`config.mk`:
```
export PLATFORM = sky130hd
export DESIGN_NAME = mux_nto1_pipe
export DESIGN_NICKNAME = d
export VERILOG_FILES = /design/src/rtl/mux_nto1_pipe.sv
export SDC_FILE = /design/constraint.sdc
export NUM_CORES = 1
export LEC_CHECK = 0
export BUFFER_PORTS_ARGS = -buffer_cell sky130_fd_sc_hd__buf_2
export CORE_ASPECT_RATIO = 1.25
export CORE_UTILIZATION = 50
export CTS_CLUSTER_SIZE = 12
export DETAILED_ROUTE_END_ITERATION = 12
export GPL_ROUTABILITY_DRIVEN = 0
export PLACE_DENSITY = 0.89
export SKIP_LAST_GASP = 1
export SYNTH_ARGS = -nofsm -noshare
export SYNTH_HDL_FRONTEND = slang
export SYNTH_SLANG_ARGS = --single-unit
```
`constraint.sdc`:
```
create_clock -name CLK -period 2 [get_ports CLK]
set_input_delay 0.1 -clock CLK [delete_from_list [all_inputs] [get_ports CLK]]
set_output_delay 0.1 -clock CLK [all_outputs]
set_load 0.01 [all_outputs]
```
`src/rtl/mux_nto1_pipe.sv`:
```
// N-to-1 word selector with registered output, valid/ready handshake and a 2-entry skid buffer.
// Optional macro MUX_SEL_RANGE_CHECK_EN adds a sel_err output flagging out-of-range selects.
module mux_nto1_pipe #(
  parameter int WIDTH  = 32,
  parameter int NUM_IN = 2,
  parameter int SEL_W  = $clog2(NUM_IN)
) (
  input  logic                    CLK,
  input  logic                    RST,
  input  logic                    flush,
  input  logic [NUM_IN*WIDTH-1:0] in_data,
  input  logic [SEL_W-1:0]        in_sel,
  input  logic                    in_valid,
  output logic                    in_ready,
  output logic [WIDTH-1:0]        out_data,
  output logic [SEL_W-1:0]        out_sel,
  output logic                    out_valid,
  input  logic                    out_ready
`ifdef MUX_SEL_RANGE_CHECK_EN
  ,
  output logic                    sel_err
`endif
);

  // Encoding mirrors (M.valid, S.valid).
  typedef enum logic [1:0] {
    EMPTY = 2'b00,
    ONE   = 2'b10,
    FULL  = 2'b11
  } state_e;

  state_e state_q, state_d;

  logic [WIDTH-1:0] m_data_q, m_data_d, s_data_q, s_data_d;
  logic [SEL_W-1:0] m_sel_q, m_sel_d, s_sel_q, s_sel_d;
  logic [WIDTH-1:0] sel_word;
  logic             in_xfer, out_xfer;
  logic             m_load_in, m_load_s, s_load;

  // Any select not matching a lower index (including out-of-range) falls to the last input.
  always_comb begin
    sel_word = in_data[(NUM_IN-1)*WIDTH +: WIDTH];
    for (int unsigned k = 0; k < NUM_IN - 1; k++) begin
      if (in_sel == SEL_W'(k)) sel_word = in_data[k*WIDTH +: WIDTH];
    end
  end

  assign in_xfer  = in_valid && in_ready;
  assign out_xfer = out_valid && out_ready;

  always_ff @(posedge CLK) begin
    if (RST) state_q <= EMPTY;
    else     state_q <= state_d;
  end

  always_comb begin
    state_d   = state_q;
    m_load_in = 1'b0;
    m_load_s  = 1'b0;
    s_load    = 1'b0;
    case (state_q)
      EMPTY: begin
        if (in_xfer) begin
          state_d   = ONE;
          m_load_in = 1'b1;
        end
      end
      ONE: begin
        if (in_xfer && out_xfer) begin
          m_load_in = 1'b1;
        end else if (in_xfer) begin
          state_d = FULL;
          s_load  = 1'b1;
        end else if (out_xfer) begin
          state_d = EMPTY;
        end
      end
      FULL: begin
        if (out_xfer) begin
          state_d  = ONE;
          m_load_s = 1'b1;
        end
      end
      default: state_d = EMPTY;
    endcase
    // Flush empties both slots and discards the same-cycle input; data contents are left as-is.
    if (flush) begin
      state_d   = EMPTY;
      m_load_in = 1'b0;
      m_load_s  = 1'b0;
      s_load    = 1'b0;
    end
  end

  always_comb begin
    out_valid = (state_q != EMPTY);
    in_ready  = (state_q != FULL);
  end

  always_comb begin
    m_data_d = m_data_q;
    m_sel_d  = m_sel_q;
    s_data_d = s_data_q;
    s_sel_d  = s_sel_q;
    if (m_load_in) begin
      m_data_d = sel_word;
      m_sel_d  = in_sel;
    end else if (m_load_s) begin
      m_data_d = s_data_q;
      m_sel_d  = s_sel_q;
    end
    if (s_load) begin
      s_data_d = sel_word;
      s_sel_d  = in_sel;
    end
  end

  always_ff @(posedge CLK) begin
    if (RST) begin
      m_data_q <= '0;
      m_sel_q  <= '0;
      s_data_q <= '0;
      s_sel_q  <= '0;
    end else begin
      m_data_q <= m_data_d;
      m_sel_q  <= m_sel_d;
      s_data_q <= s_data_d;
      s_sel_q  <= s_sel_d;
    end
  end

  assign out_data = m_data_q;
  assign out_sel  = m_sel_q;

`ifdef MUX_SEL_RANGE_CHECK_EN
  logic sel_oor;
  logic m_err_q, m_err_d, s_err_q, s_err_d;

  assign sel_oor = (32'(in_sel) >= 32'(NUM_IN));

  always_comb begin
    m_err_d = m_err_q;
    s_err_d = s_err_q;
    if (m_load_in)     m_err_d = sel_oor;
    else if (m_load_s) m_err_d = s_err_q;
    if (s_load)        s_err_d = sel_oor;
  end

  always_ff @(posedge CLK) begin
    if (RST) begin
      m_err_q <= 1'b0;
      s_err_q <= 1'b0;
    end else begin
      m_err_q <= m_err_d;
      s_err_q <= s_err_d;
    end
  end

  assign sel_err = m_err_q;
`endif

endmodule
```
Word-level counts from Yosys, hierarchy flattened
Cells that the tools add are included.

Div/mod/pow operators: 0. Shift-type cells: 0. $lt $le $gt $ge: 0. Add/sub/neg operators: 0. Multipliers: 0. Mux-type cells: 21. Reduce and logical (&&, ||, !) cells: 8. Equal/unequal tests: 7. Bitwise operators: 0.

Operator list (number): two-way mux 32 bit (3); two-way mux 1 bit (11); two-way mux 2 bit (5); inequality test 2 bit, second input constant (4); one-hot mux 2 bit (3 select lines) (1); equality test 2 bit, second input constant (2); AND reduction 4 bit (1); nonzero test 2 bit (2); logical AND 1 bit (3); inequality test 3 bit, second input constant (1); zero test 2 bit (1); one-hot mux 1 bit (2 select lines) (1); OR reduction 2 bit (1).

Latch bits: 0. ROM bits: 0. Flip-flop bits (word level): 68. Logic and storage cells: 41. Output and inout bits: 35. Memory bits (writable): 0. Memories kept: 0. Input bits: 70.

Longest topological paths before layout
Depth after elaboration: 7. Depth in mapped cells: 8. Depth with buffers taken out: 6.

Least setup slack after synthesis
OpenSTA, ideal clock, no wires.

Path type: register to register. Start point: register state_q[0]. End point: register m_data_q[2] (netlist: out_data[2]). Setup slack: 0.278 ns. Stages on the path, launching flop included: 8. Period minus slack after synthesis: 1.722 ns. Required time: 1.929 ns. Setup time: 0.071 ns. Data arrival time: 1.651 ns. Path buffers: 2. Cells stage by stage: dfxtp_1 inv_1 ha_1 nor4bb_1 buf_2 buf_1 a22oi_1 a21oi_1.

Cells in the longest elaborated chain, start to end: 7. Elaborated cells on any way between the ends: 17. Classes of those cells: eq/ne: 3; mux: 8; reduce/logical: 6.

RTL lines: start, declared (line 32) `state_e state_q, state_d;`; start signal, assigned (line 53) `else state_q <= state_d;`; inequality test 2 bit / nonzero test 2 bit (equally long branches) (line 97, 96); logical AND 1 bit (on tied branches) (line 48, 49); logical AND 1 bit (line 69) `if (in_xfer && out_xfer) begin`; two-way mux 1 bit (line 69); one-hot mux 1 bit (2 select lines) (line 61) `case (state_q)`; two-way mux 1 bit (line 87) `if (flush) begin`; two-way mux 32 bit / nonzero test 2 bit (equally long branches); end signal, assigned (line 125) `m_data_q <= m_data_d;`; end, declared (line 34) `logic [WIDTH-1:0] m_data_q, m_data_d, s_data_q, s_data_d;`.

Several ways; a longest one is shown, not always the timed one. A chain may end at the register's enable or synchronous reset.

Worst setup path after layout
Start point: register state_q[1]. End point: register m_sel_q (netlist: out_sel).

Cells in the longest elaborated chain, start to end: 7. Elaborated cells on any way between the ends: 17. Classes of those cells: eq/ne: 3; mux: 8; reduce/logical: 6.

RTL lines: inequality test 2 bit / nonzero test 2 bit (equally long branches) (line 97, 96); logical AND 1 bit (on tied branches) (line 48, 49); logical AND 1 bit (line 69); two-way mux 1 bit (line 69); one-hot mux 1 bit (2 select lines) (line 61); two-way mux 1 bit (line 87); two-way mux 1 bit / nonzero test 2 bit (equally long branches); end signal, assigned (line 126) `m_sel_q <= m_sel_d;`; end, declared (line 35) `logic [SEL_W-1:0] m_sel_q, m_sel_d, s_sel_q, s_sel_d;`.

Several ways; a longest one is shown, not always the timed one.

==> out/metrics.cfg <==
[layout]
drive_above_1_share_pct=31.2
diodes=0
area_growth_pct=28.7
layout.cells.non_filler=537
num-fill-cells=501
finish.utilization_pct=67.5
layout_common_cells=buf_2, dfxtp_1, nand2_1
final_common_cell=buf_2
nNetsFinal=525

[power]
intPower_mw=2.34
p_leak_nw=1.67
p_seq_share_pct=46.4
p_sw_share_pct=24.5
power_switching_mw=0.759
combPwrFrac_pct=13.0
finalPower_mw=3.10
power.density_nw_per_um2=778
clock_power_share_pct=40.6
vdd_drop_max_v=0.000424

[worst_hold_path]
min_path_cells=3
hp-class=in2reg
min_from=in_data[9]

[setup_path]
cp_top_family=buffers and inverters
critical_path_required_ns=2.27
slowest_delay_ns=0.39
r2r_cells=8
cp_common_cell=buf_4
cp_max_fo=20
r2r_start=state_q[1]$_SDFFE_PP0P_
cp-startpoint=state_q[1]$_SDFFE_PP0P_
cp.arrival_ns=2.10
crit_cells=8
path_class=reg2reg
path_buf_inv=4
start_kind=flop
cp_slowest_cell=dfxtp_1
crit_chain=inv_1 > ha_1 > buf_4 > nor4bb_4 > buf_4 > buf_6 > a22oi_1 > a21oi_1
worstSetupEndpointType=flop

[timing]
period_share_pct=91.5
worst_slack_ns=0.170
setup_violations=0
tightest_slew_ns=0.529
skew_ns=0.0133
tns_ns=0
period_needed_ns=1.83
hold_violations=0
fmax_mhz=546
slew_violations=0
relSlewSlack_pct=64.2

[yosys]
ys_seq_area_share_pct=44.0
synthArstFlopShare_pct=0
syn_area_um2=3090
synth_seq_cells=68
ys.flop_type=dfxtp_1
synth_area_per_cell_um2=8.87
ys_warn_count=0
synth_cells=349
syn-num-nets=424
ys_types=27
synth_edf_count=0

[floorplanning]
core_area_um2=5900
start_util_pct=52.5
dieHeight_um=90.0
die_x_um=72.4
fp.dieArea_um2=6510
rows=31
io_pins=105

[clock_tree]
clk_latency_ns=0.34
cts_tree=done
cts_hold_buf=0
cts.clk_slew.worst_paths_ns=0.08
cts_buffer_depth=2
cts_buffers=9
clkSinkCount=68
clockRootBuffer=clkbuf_8
h-tree-depth=3

[global_routing]
gr-usage-met2_pct=41.8
use_met1_pct=26.6
antenna_found_initial=0
grt.busiest_layer=met2
grt_pass1_wl_um=12100
grt_overflow_total=0
grtUsageTotal_pct=23.8
use_met3_pct=5.04
grt_max_degree=32
grt_pass1_vias=2749

[drt]
routedWlPerCell_um=13.8
initialDrtViolationCount=133
via_per_inst=5.35
post-route-drc-count=0
vias=2873
first_pass_iters=4
drt-total-wl_um=7430
final_antenna_net_count=0

[placement]
place_ws_ns=-0.0130
hpwl_um=5280
port-buffer-count=104
numPlacedInstances=519

[job]
drv_cap=0

[run_status]
status=finished, final reports clean

==> per-stage QoR <==
| step | hold slack [ns] | cell area (um^2) |
|---|---|---|
| final | 0.145 | 3980 |
| after global routing | 0.143 | 3980 |
| after CTS | 0.135 | 3970 |
| after detailed placement | 0.448 | 3730 |
| after global placement | 0.445 | 3730 |
| after floorplan | 0.281 | 3090 |
==> flip-flops by register name, indices dropped and copies added, names as in the netlist <==
| name | cells |
|---|---|
| out_sel | 1 |
| state_q | 2 |
| s_data_q | 32 |
| s_sel_q | 1 |
| out_data | 32 |
==> layer usage <==
layer / vias to the layer above / share of wire (%)
met2: 93 / 52
met1: 1340 / 40
met4: 0 / 2.7
met3: 17 / 4.6
li1: 1423 / -
met5: - / 0
==> final cells by class <==
cell class | instances | area (um^2) | share of cell area, %
flip-flops and latches | 68 | 1360 | 34.2
clock buffers | 10 | 138 | 3.46
multi-input cells | 249 | 1600 | 40.1
well taps | 82 | 103 | 2.58
repair buffers | 117 | 676 | 17.0
inverters | 5 | 18.8 | 0.471
clock inverters | 6 | 86.3 | 2.17
==> worst register-to-register path: stages, from the launching register on <==
cell and delay, ns:
dfxtp_1 0.39, inv_1 0.08, ha_1 0.23, buf_4 0.17
nor4bb_4 0.24, buf_4 0.18, buf_6 0.20, a22oi_1 0.13
a21oi_1 0.15
==> power by group through the flow <==
| stage | Combinational, mW | Clock, mW | Sequential, mW |
|---|---|---|---|
| CTS | 0.405 | 1.28 | 1.44 |
| floorplan | 0.219 | 0 | 1.48 |
| detailed placement | 0.400 | 0 | 1.47 |
| global route | 0.441 | 1.34 | 1.44 |
| finish | 0.401 | 1.26 | 1.44 |
| global placement | 0.384 | 0 | 1.47 |
==> path summary, 6_finish.rpt <==
kind / endpoint / slack, ns
hold / removal: s_data_q[9]$_SDFFE_PP0P_ / 0.14
setup reg to reg: out_sel$_SDFFE_PP0P_ / 0.17
hold reg to reg: out_data[5]$_SDFFE_PP0P_ / 0.46
setup / recovery: out_sel$_SDFFE_PP0P_ / 0.17
==> synthesized netlist by cell type (2+ instances only) <==
library cell | n | area [um^2]
dfxtp_1 | 68 | 1360
nand2_1 | 62 | 233
mux2i_1 | 35 | 350
nor2_1 | 34 | 128
a211oi_1 | 26 | 195
a31oi_1 | 26 | 163
nand2b_1 | 26 | 163
clkbuf_1 | 12 | 45.0
buf_2 | 11 | 55.1
a21oi_1 | 9 | 45.0
a22oi_1 | 7 | 52.6
ha_1 | 5 | 62.6
inv_1 | 5 | 18.8
mux2_2 | 4 | 45.0
buf_6 | 3 | 33.8
nor2b_1 | 3 | 18.8
mux2_1 | 2 | 22.5
nor4bb_1 | 2 | 20.0
==> kinds of logic (layout without fill, tap and decap cells) <==
family / Yosys count / in the layout / share of synthesized area (%)
buffers and inverters: 32 / 138 / 5.05
adders and majority gates: 5 / 5 / 2.02
AOI/OAI and AO/OA: 72 / 72 / 16.1
and+or+nand+nor: 131 / 131 / 19.4
DFF: 68 / 68 / 44.0
muxes: 41 / 41 / 13.5
==> repair_timing <==
item                                    in CTS  in global routing
buffers inserted                             1                  1
resized for setup                            1                  2
endpoints found under the setup margin       6                 31
pin swaps                                    1                  1
No activity file was read; power rests on OpenSTA's default activity.
